--- src/rtl/note_judge.sv ---
// note_judge: single-lane rhythm-game hit judge.
// Song clock, note queue, debounced button and Perfect/Good/Miss grading.
module note_judge #(
  parameter int CLK_DIV     = 50000,
  parameter int DEBOUNCE_MS = 5,
  parameter int PERF_WIN    = 30,
  parameter int GOOD_WIN    = 80,
  parameter int FIFO_DEPTH  = 4
) (
  input  logic        i_Clk,
  input  logic        i_Rst_n,
  input  logic        i_Btn,
  input  logic        i_Note_Push,
  input  logic [15:0] i_Note_Time,
  output logic [15:0] o_Time,
  output logic [1:0]  o_Sound_Cmd,
  output logic [15:0] o_Score,
  output logic [7:0]  o_Combo,
  output logic        o_Empty,
  output logic        o_Full,
  output logic        o_Overflow
);
  localparam int TW = (CLK_DIV > 1) ? $clog2(CLK_DIV) : 1;
  localparam int DW = $clog2(DEBOUNCE_MS + 1);
  localparam int AW = (FIFO_DEPTH > 1) ? $clog2(FIFO_DEPTH) : 1;
  localparam int CW = AW + 1;
  localparam logic signed [15:0] GW_S = 16'(GOOD_WIN);
  localparam logic [15:0] GW_U = 16'(GOOD_WIN);
  localparam logic [15:0] PW_U = 16'(PERF_WIN);

  typedef enum logic [1:0] {
    RELEASED, PRESS_WAIT, PRESSED, RELEASE_WAIT
  } db_state_t;

  logic [TW-1:0] tick_cnt;
  logic          tick;
  logic          sync1, sync2, press;
  db_state_t     db_state;
  logic [DW-1:0] db_cnt;
  logic [15:0]   mem [FIFO_DEPTH];
  logic [AW-1:0] wr_ptr, rd_ptr;
  logic [CW-1:0] count;
  logic [15:0]   head, adiff;
  logic signed [15:0] diff;
  logic          miss, hit, perf, hit_perf, hit_good;
  logic          pop, push_ok;
  logic [16:0]   score_sum;

  assign tick = (tick_cnt == TW'(CLK_DIV - 1));

  always_ff @(posedge i_Clk or negedge i_Rst_n) begin
    if (!i_Rst_n) begin
      tick_cnt <= '0;
      o_Time   <= '0;
    end else if (tick) begin
      tick_cnt <= '0;
      o_Time   <= o_Time + 16'd1;
    end else begin
      tick_cnt <= tick_cnt + TW'(1);
    end
  end

  // press is a one-cycle pulse on entry to PRESSED from PRESS_WAIT only
  always_ff @(posedge i_Clk or negedge i_Rst_n) begin
    if (!i_Rst_n) begin
      sync1    <= 1'b0;
      sync2    <= 1'b0;
      db_state <= RELEASED;
      db_cnt   <= '0;
      press    <= 1'b0;
    end else begin
      sync1 <= i_Btn;
      sync2 <= sync1;
      press <= 1'b0;
      case (db_state)
        RELEASED:
          if (sync2) begin
            db_state <= PRESS_WAIT;
            db_cnt   <= '0;
          end
        PRESS_WAIT:
          if (!sync2) begin
            db_state <= RELEASED;
          end else if (tick) begin
            if (db_cnt == DW'(DEBOUNCE_MS - 1)) begin
              db_state <= PRESSED;
              press    <= 1'b1;
            end else begin
              db_cnt <= db_cnt + DW'(1);
            end
          end
        PRESSED:
          if (!sync2) begin
            db_state <= RELEASE_WAIT;
            db_cnt   <= '0;
          end
        RELEASE_WAIT:
          if (sync2) begin
            db_state <= PRESSED;
          end else if (tick) begin
            if (db_cnt == DW'(DEBOUNCE_MS - 1))
              db_state <= RELEASED;
            else
              db_cnt <= db_cnt + DW'(1);
          end
        default: db_state <= RELEASED;
      endcase
    end
  end

  assign o_Empty = (count == '0);
  assign o_Full  = (count == CW'(FIFO_DEPTH));
  assign head    = mem[rd_ptr];

  // signed distance from target; positive means late
  assign diff     = $signed(o_Time - head);
  assign adiff    = diff[15] ? 16'(-diff) : 16'(diff);
  assign miss     = !o_Empty && (diff > GW_S);
  assign hit      = press && !o_Empty && (adiff <= GW_U);
  assign perf     = (adiff <= PW_U);
  assign hit_perf = hit && perf;
  assign hit_good = hit && !perf;
  assign pop      = miss || hit;
  assign push_ok  = i_Note_Push && (!o_Full || pop);

  always_ff @(posedge i_Clk) begin
    if (push_ok) mem[wr_ptr] <= i_Note_Time;
  end

  always_ff @(posedge i_Clk or negedge i_Rst_n) begin
    if (!i_Rst_n) begin
      wr_ptr     <= '0;
      rd_ptr     <= '0;
      count      <= '0;
      o_Overflow <= 1'b0;
    end else begin
      if (push_ok) wr_ptr <= wr_ptr + AW'(1);
      if (pop)     rd_ptr <= rd_ptr + AW'(1);
      case ({push_ok, pop})
        2'b10:   count <= count + CW'(1);
        2'b01:   count <= count - CW'(1);
        default: count <= count;
      endcase
      if (i_Note_Push && !push_ok) o_Overflow <= 1'b1;
    end
  end

  assign score_sum = {1'b0, o_Score} + (perf ? 17'd2 : 17'd1);

  always_ff @(posedge i_Clk or negedge i_Rst_n) begin
    if (!i_Rst_n) begin
      o_Sound_Cmd <= 2'd0;
      o_Score     <= '0;
      o_Combo     <= '0;
    end else begin
      o_Sound_Cmd <= 2'd0;
      unique case (1'b1)
        miss: begin
          o_Sound_Cmd <= 2'd3;
          o_Combo     <= '0;
        end
        hit_perf, hit_good: begin
          o_Sound_Cmd <= hit_perf ? 2'd1 : 2'd2;
          o_Score     <= score_sum[16] ? 16'hFFFF : score_sum[15:0];
          o_Combo     <= (o_Combo == 8'hFF) ? o_Combo : o_Combo + 8'd1;
        end
        default: ;
      endcase
    end
  end
endmodule

--- config.mk ---
export PLATFORM = sky130hd
export DESIGN_NAME = note_judge
export DESIGN_NICKNAME = d
export VERILOG_FILES = /design/src/rtl/note_judge.sv
export SDC_FILE = /design/constraint.sdc
export NUM_CORES = 1
export LEC_CHECK = 0
export CAP_MARGIN = 20
export CORE_MARGIN = 8
export CORE_UTILIZATION = 42
export DETAILED_ROUTE_END_ITERATION = 10
export GPL_ROUTABILITY_DRIVEN = 0
export PLACE_DENSITY = 0.65
export SLEW_MARGIN = 20
export SYNTH_ARGS = -nofsm -noshare
export SYNTH_HDL_FRONTEND = slang
export SYNTH_SLANG_ARGS = --single-unit
--- constraint.sdc ---
create_clock -name i_Clk -period 6.5 [get_ports i_Clk]
set_clock_uncertainty 0.05 [all_clocks]
set_input_delay 1.95 -clock i_Clk [delete_from_list [all_inputs] [get_ports i_Clk]]
set_output_delay 1.95 -clock i_Clk [all_outputs]
set_load 0.1 [all_outputs]
==> summary.txt, run 1 <==
Place
  – # port buffers: 64
  – Pre-CTS setup slack: 460.2 ps
  – Final HPWL DP: 12180 um
  – Placed Cells: a little under 1000

Setup path
  – Crit path top cell by count: fa_1
  – Worst setup SP type: flip-flop
  – CP Cell Sequence: buf_4, mux4_2, fa_1, ha_1, nand2_1, o32ai_1, o211ai_1, nor4_1, a211o_1, nand4_2, o21ai_1, nand2b_1, fa_1, nor2b_1, mux2_2, mux2i_1
  – Worst Path Buf+Inv: 1
  – Worst path max stage delay: 620 ps
  – Worst EP required: approximately 6800 ps
  – Crit Path Class: flip-flop to flip-flop
  – CP top delay family: compound AO/OA/AOI/OAI gates
  – Flop2flop setup slack: ~430 ps
  – Worst R2R End: count[2]
  – Crit path DAT: 6360 ps
  – Critical Path Sink Type: flip-flop
  – RR Startpoint: rd_ptr[0]
  – CP max-delay cell: fa_1
  – Crit path max fanout: 17
  – R2R cell count: 16

Power
  – Pwr dens: approximately 410 mW/mm^2
  – Flop pwr share: 0.291
  – Pleak: 3.746 nW
  – Peak supply drop: about 0.26 mV
  – Sw Ratio: 0.4015
  – Comb power frac: 0.453
  – Clock share of power: 0.256
  – Internal power: approximately 0.0022 W
  – Total power: 0.003746 W
  – Switching pwr: around 0.0015 W

Floorplan
  – Cell row count: 49
  – Die width: around 150 um
  – IO Pins: between 60 and 70
  – Initial core utilization: 0.4276
  – Die ar.: 0.02287 mm^2
  – Die Ht: 151.2 um
  – Core Region: around 0.018 mm^2

STA
  – Fin Setup TNS: 0 ps
  – Slew margin rel.: 0.3319
  – Hold Slack: ~300 ps
  – RSZ-0062 raised after global routing: no
  – Worst-Margin Slew: 999.0 ps
  – Final worst slack: 428.6 ps
  – Final setup violating endpoints: 0
  – Slew Viols, Final: 0
  – Tmin final: 6071 ps
  – Max Freq: 0.1647 GHz
  – Final Hold Viols: 0
  – Final period utilization: 0.9341

Hold path
  – Min-Delay Startpoint: sync1
  – Hold path cells: 0
  – Min-delay worst type: flip-flop to flip-flop
  – Min-Delay Endpoint: sync2

Logic synthesis
  – Top cell type by total area after synthesis: edfxtp_1
  – Compound-cell area share of the yosys netlist: 0.1126
  – Adder-Cell Fraction of Synth Area: 0.05180
  – Ys async rst share: 0.5362
  – Post-synthesis mux area share: 0.06662
  – Sequential share of the synthesized area: 0.4913
  – Xor and xnor fraction of the mapped netlist area: 0.05457
  – Most frequent cell after synthesis: dfrtp_1
  – Synth Net Count: 737
  – Synth top area cells: edfxtp_1, dfrtp_1, mux4_2
  – Top cell type's share of synthesized area: 0.2502
  – Post-Syn Area: about 0.0077 mm^2
  – Synthesized flop and latch total: 138
  – Syn avg cell area: approximately 11 um^2
  – Synth Warn #: 0
  – Mapped Cells: approximately 700
  – Yosys cell types: 77
  – Dominant synthesized flop cell: dfrtp_1
  – Simple-gate portion of the synthesized area: 0.1880
  – Number of synthesized flops with an enable pin: 64
  – Largest family of logic cells by synthesized area: simple AND/OR/NAND/NOR gates
  – Synth cell count leaders: dfrtp_1, edfxtp_1, nand2_1

Clocking
  – # H-tree levels: 4
  – Clock Tree Buf Depth: 2
  – CTS tree: yes
  – Clock transition at path regs: 60 ps
  – TritonCTS Sinks: approximately 140
  – Post-CTS Hold Buffers: 0
  – # resized after CTS: 0
  – Number of buffers created by CTS: 17
  – Root Buffer: clkbuf_16
  – Skew-Pair Late Insertion Delay: 430 ps
  – Post-CTS Repair Setup Buffers: 0

Routing
  – Drt pass-1 iters: 5
  – Vias: 5647
  – WL final: approximately 17000 um
  – Routed length per placed instance: 17.14 um
  – # DRC: 0
  – Number of nets still failing antenna checks after routing: 0
  – DR vias/cell: ~5.7
  – Detailed router's first-iteration violation count: 350

Global routing
  – Initial antenna violation count: 0
  – Met2 usage: 0.2747
  – Overflow after GRT: 0
  – GRT met1 Usage: 0.1790
  – Vias in the first global route: a little under 6000
  – Met3 usage in global routing: 0.04422
  – Gr usage total: 0.1561
  – First-pass GRT wire length: around 28000 um
  – Pin count of the biggest net entering global routing: 75
  – Grt peak-use layer: met2

Finish
  – Post-layout instance count excluding filler cells: 995
  – # diodes: 0
  – Syn-to-layout area delta: 18.24%
  – Fin nets: 803
  – Fraction of layout cells with a size suffix above 1: 0.1031
  – Register area: roughly 0.0038 mm^2
  – Multi-input logic area: 0.003637 mm^2
  – # fillers: ~1600

Status
  – Status: completed

Flow run
  – Max Cap Viol: 0
worst register-to-register path: stages (launching register included):
cell	delay, ps
dfrtp_1	370
buf_4	330
mux4_2	600
fa_1	620
ha_1	310
nand2_1	180
o32ai_1	620
o211ai_1	370
nor4_1	380
a211o_1	240
nand4_2	200
o21ai_1	540
nand2b_1	160
fa_1	440
nor2b_1	170
mux2_2	270
mux2i_1	150
state kept, by name, indices dropped and copies added (netlist names), named ones only:
name and cells:
o_Overflow 1, rd_ptr 2, o_Score 16, tick_cnt 16, db_state 1, sync2 1, press 1, count 3
wr_ptr 2, o_Combo 8, o_Time 16, o_Sound_Cmd 2, sync1 1, db_cnt 3, mem 64
final cells by class:
cell class | count | area share
clock buffers | 17 | 0.04684
clock inverters | 15 | 0.01722
inverters | 30 | 0.01240
multi-input cells | 495 | 0.4005
flip-flops and latches | 138 | 0.4155
well taps | 229 | 0.03155
repair buffers | 71 | 0.07604
power groups by stage:
stage	sequential, W	combinational, W	clock, W
final	0.00109	0.00170	0.000958
after global routing	0.00110	0.00186	0.00101
after CTS	0.00109	0.00169	0.000979
after detailed placement	0.00111	0.00168	0
after global placement	0.00110	0.00163	0
after floorplan	0.00115	0.00129	0
routing by layer:
metal  vias to the layer above  wire length (um)
li1                       2695                 -
met1                      2771              7276
met2                       154              8637
met3                        27               850
met4                         0               287
met5                         -                 0
worst max path at each step:
stage | from | to | slack, ps | cells past startpoint
global route | rd_ptr[0] | count[2] | 30 | 16
detailed placement | rd_ptr[0] | count[2] | 460 | 16
floorplan | rd_ptr[0] | o_Score[14] | 750 | 19
global placement | rd_ptr[0] | o_Score[15] | 810 | 19
CTS | rd_ptr[0] | count[2] | 440 | 16
finish | rd_ptr[0] | count[2] | 430 | 16
cell families after synthesis:
kind of cell | Yosys count
simple gates | 268
flops | 138
compound gates | 120
buf+inv | 54
xor+xnor | 47
mux | 30
fa+ha+maj | 30
cell usage in the layout, fill, tap and decap left out, types with 17 or more instances in the layout:
cell type	instances
edfxtp_1	64
xor2_1	19
nand2_1	59
a21oi_1	29
clkbuf_16	17
clkdlybuf4s50_1	63
dfrtp_1	74
xnor2_1	27
nand3_1	40
ha_1	27
nor2_1	39
inv_1	30
and3_1	20
through the flow:
stage,utilization,area [um^2]
final,0.5056,9082
after global routing,0.5056,9082
after CTS,0.5056,9082
after detailed placement,0.4732,8501
after global placement,0.4732,8501
after floorplan,-,7681
(Power assumes the default switching activity.)
==> run 2, diff against run 1 <==
--- a/config.mk
+++ b/config.mk
@@ -9,8 +9,9 @@
 export CORE_MARGIN = 8
 export CORE_UTILIZATION = 42
 export DETAILED_ROUTE_END_ITERATION = 10
+export DONT_BUFFER_PORTS = 1
 export GPL_ROUTABILITY_DRIVEN = 0
-export PLACE_DENSITY = 0.65
+export PLACE_DENSITY = 0.6
 export SLEW_MARGIN = 20
 export SYNTH_ARGS = -nofsm -noshare
 export SYNTH_HDL_FRONTEND = slang
==> constraint.sdc (replaced) <==
create_clock -name i_Clk -period 7.3 [get_ports i_Clk]
set_clock_uncertainty 0.05 [all_clocks]
set_input_delay 2.19 -clock i_Clk [delete_from_list [all_inputs] [get_ports i_Clk]]
set_output_delay 2.19 -clock i_Clk [all_outputs]
set_load 0.1 [all_outputs]
==> run 2 against run 1 <==
Net effect:
- design area down 6.0%
- die area unchanged
- via count down 6.4%
- largest power group unchanged
- worst setup slack better by 770 ps
- sequential power down 5%
- fmax down 0.41%
- clock power down 9.3%
- final cell count down 5.6%
- core utilization down 3.0 points
- count of clock-buffer cells in the layout unchanged
- routed wire length down 2.9%
==> summary.txt, run 2 (synthesis results as in run 1) <==
Finish
  – Max reg flops: 64 (unchanged)
  – # diodes: 0 (unchanged)
  – Fin nets: 747 (-7.0%)
  – Fin area: 0.008537 mm^2 (-6.0%)
  – Fraction of layout cells with a size suffix above 1: 0.1197 (+0.01659)
  – Largest Register: mem
  – Commonest non-fill, non-tap cells in the layout: dfrtp_1, edfxtp_1, nand2_1
  – Syn-to-layout area delta: 11.14%
  – Commonest non-fill, non-tap cell in the layout: dfrtp_1

Setup path
  – Worst Path Buf+Inv: 1 (unchanged)
  – Crit path DAT: 6360 ps (about the same)
  – Critical Path Sink Type: flip-flop
  – RR Startpoint: rd_ptr[0]
  – Flop2flop setup slack: 1200 ps (+770 ps)
  – Worst setup SP type: flip-flop
  – CP Cell Sequence: mux4_2, ha_1, fa_1, ha_1, nand2_1, o32ai_1, o211ai_1, o41ai_4, xor2_1, and3_1, nand3_1, inv_1, ha_1, a21oi_1, nor4_1, and3_1, mux2_2
  – R2R cell count: 17 (+1)
  – CP max-delay cell: dfrtp_1
  – CP top delay family: compound AO/OA/AOI/OAI gates
  – Worst EP required: 7560 ps (+770 ps)
  – Crit path top cell by count: ha_1
  – Crit path max fanout: 10 (-7)
  – Crit Path Class: flip-flop to flip-flop
  – Worst path max stage delay: 710 ps (+90 ps)
  – Worst R2R End: o_Score[15]

Floorplan
  – Initial core utilization: 0.4276 (unchanged)
  – Die width: 151.2 um (unchanged)
  – IO Pins: 65 (unchanged)
  – Cell row count: 49 (unchanged)
  – Die ar.: 0.02287 mm^2 (unchanged)
  – Core Region: 0.01796 mm^2 (unchanged)
  – Die Ht: 151.2 um (unchanged)

Clocking
  – Post-CTS Repair Setup Buffers: 0 (unchanged)
  – # resized after CTS: 0 (unchanged)
  – Clock transition at path regs: 60 ps (about the same)
  – TritonCTS Sinks: 138 (unchanged)
  – Number of buffers created by CTS: 17 (unchanged)
  – CTS tree: yes
  – Skew-Pair Late Insertion Delay: 430 ps (about the same)
  – # H-tree levels: 4 (unchanged)
  – Post-CTS Hold Buffers: 0 (unchanged)
  – Clock Tree Buf Depth: 2 (unchanged)
  – Root Buffer: clkbuf_16

Status
  – Status: completed

Hold path
  – Min-delay worst type: flip-flop to flip-flop
  – Min-Delay Startpoint: sync1
  – Hold path cells: 0 (unchanged)
  – Min-Delay Endpoint: sync2

STA
  – Fin Setup TNS: 0 ps (unchanged)
  – Final period utilization: 0.8351 (-0.09893)
  – Slew margin rel.: 0.2549 (-0.07705)
  – Hold Slack: 298.2 ps (-3.980 ps)
  – Final Hold Viols: 0 (unchanged)
  – Tmin final: 6096 ps (+25.09 ps)
  – Final worst slack: 1204 ps (+774.9 ps)
  – Worst-Margin Slew: 1118 ps (+118.7 ps)
  – Slew Viols, Final: 0 (unchanged)
  – Final setup violating endpoints: 0 (unchanged)
  – Max Freq: 0.1640 GHz (-0.41%)
  – RSZ-0062 raised after global routing: no

Routing
  – Vias: 5284 (-6.4%)
  – Detailed router's first-iteration violation count: 221 (-37%)
  – Drt pass-1 iters: 4 (-1)
  – Routed length per placed instance: 17.62 um (+2.8%)
  – DR vias/cell: 5.627 (-0.85%)
  – Number of nets still failing antenna checks after routing: 0 (unchanged)
  – # DRC: 0 (unchanged)
  – WL final: 16550 um (-2.9%)

Power
  – Peak supply drop: 0.2438 mV (-7.1%)
  – Pleak: 3.573 nW (-4.6%)
  – Pwr dens: 386.3 mW/mm^2 (-6.4%)

Global routing
  – Initial antenna violation count: 0 (unchanged)
  – Overflow after GRT: 0 (unchanged)
  – Vias in the first global route: 5438 (-5.7%)
  – Pin count of the biggest net entering global routing: 75 (unchanged)
  – First-pass GRT wire length: 27420 um (-3.0%)
  – Gr usage total: 0.1529 (-0.003189)

Place
  – # port buffers: 0 (-100%)
  – Pre-CTS setup slack: 1235 ps (+775.1 ps)
  – Area after DPL: 0.007948 mm^2 (-6.5%)
  – Final HPWL DP: 11910 um (-2.3%)

Flow run
  – Max Cap Viol: 0 (unchanged)
## run 2: area by class of cell
| cell class | instances | area (um^2) |
|---|---|---|
| Clock buffer | 17 | 425.4 |
| Clock inverter | 15 | 163.9 |
| Multi-Input combinational cell | 495 | 3642 |
| Timing Repair Buffer | 15 | 132.6 |
| Sequential cell | 138 | 3774 |
| Inverter | 30 | 112.6 |
| Fill cell | 1631 | 9427 |
| Tap cell | 229 | 286.5 |
## run 2: report_power, final
group	leakage [nW]	internal, W	switching [W]	total (W)
logic	1.71	0.000560	0.000825	0.00139
registers	1.57	0.000929	0.000114	0.00104
clock network	0.288	0.000510	0.000359	0.000869
## run 2: worst max-delay path by stage
stage,from,to,depth (start not counted)
floorplan,rd_ptr[0],o_Score[14],19
global placement,rd_ptr[0],o_Score[15],19
detailed placement,rd_ptr[0],o_Score[15],17
CTS,rd_ptr[0],o_Score[15],17
global route,rd_ptr[0],o_Score[15],17
finish,rd_ptr[0],o_Score[15],17
## run 2: metrics by stage
stage	instances	power, W	utilization
after floorplan	687	0.002169	-
after global placement	907	0.002396	0.4424
after detailed placement	907	0.002436	0.4424
after CTS	939	0.003316	0.4752
after global routing	939	0.003503	0.4752
final	939	0.003297	0.4752
## run 2: per-layer routing
metal	track usage	part of all wire	up-vias
met1	0.1722	0.42	2573
met2	0.2580	0.49	122
met3	0.06065	0.073	23
met4	0.05443	0.016	0
met5	0	0	-
li1	-	-	2566
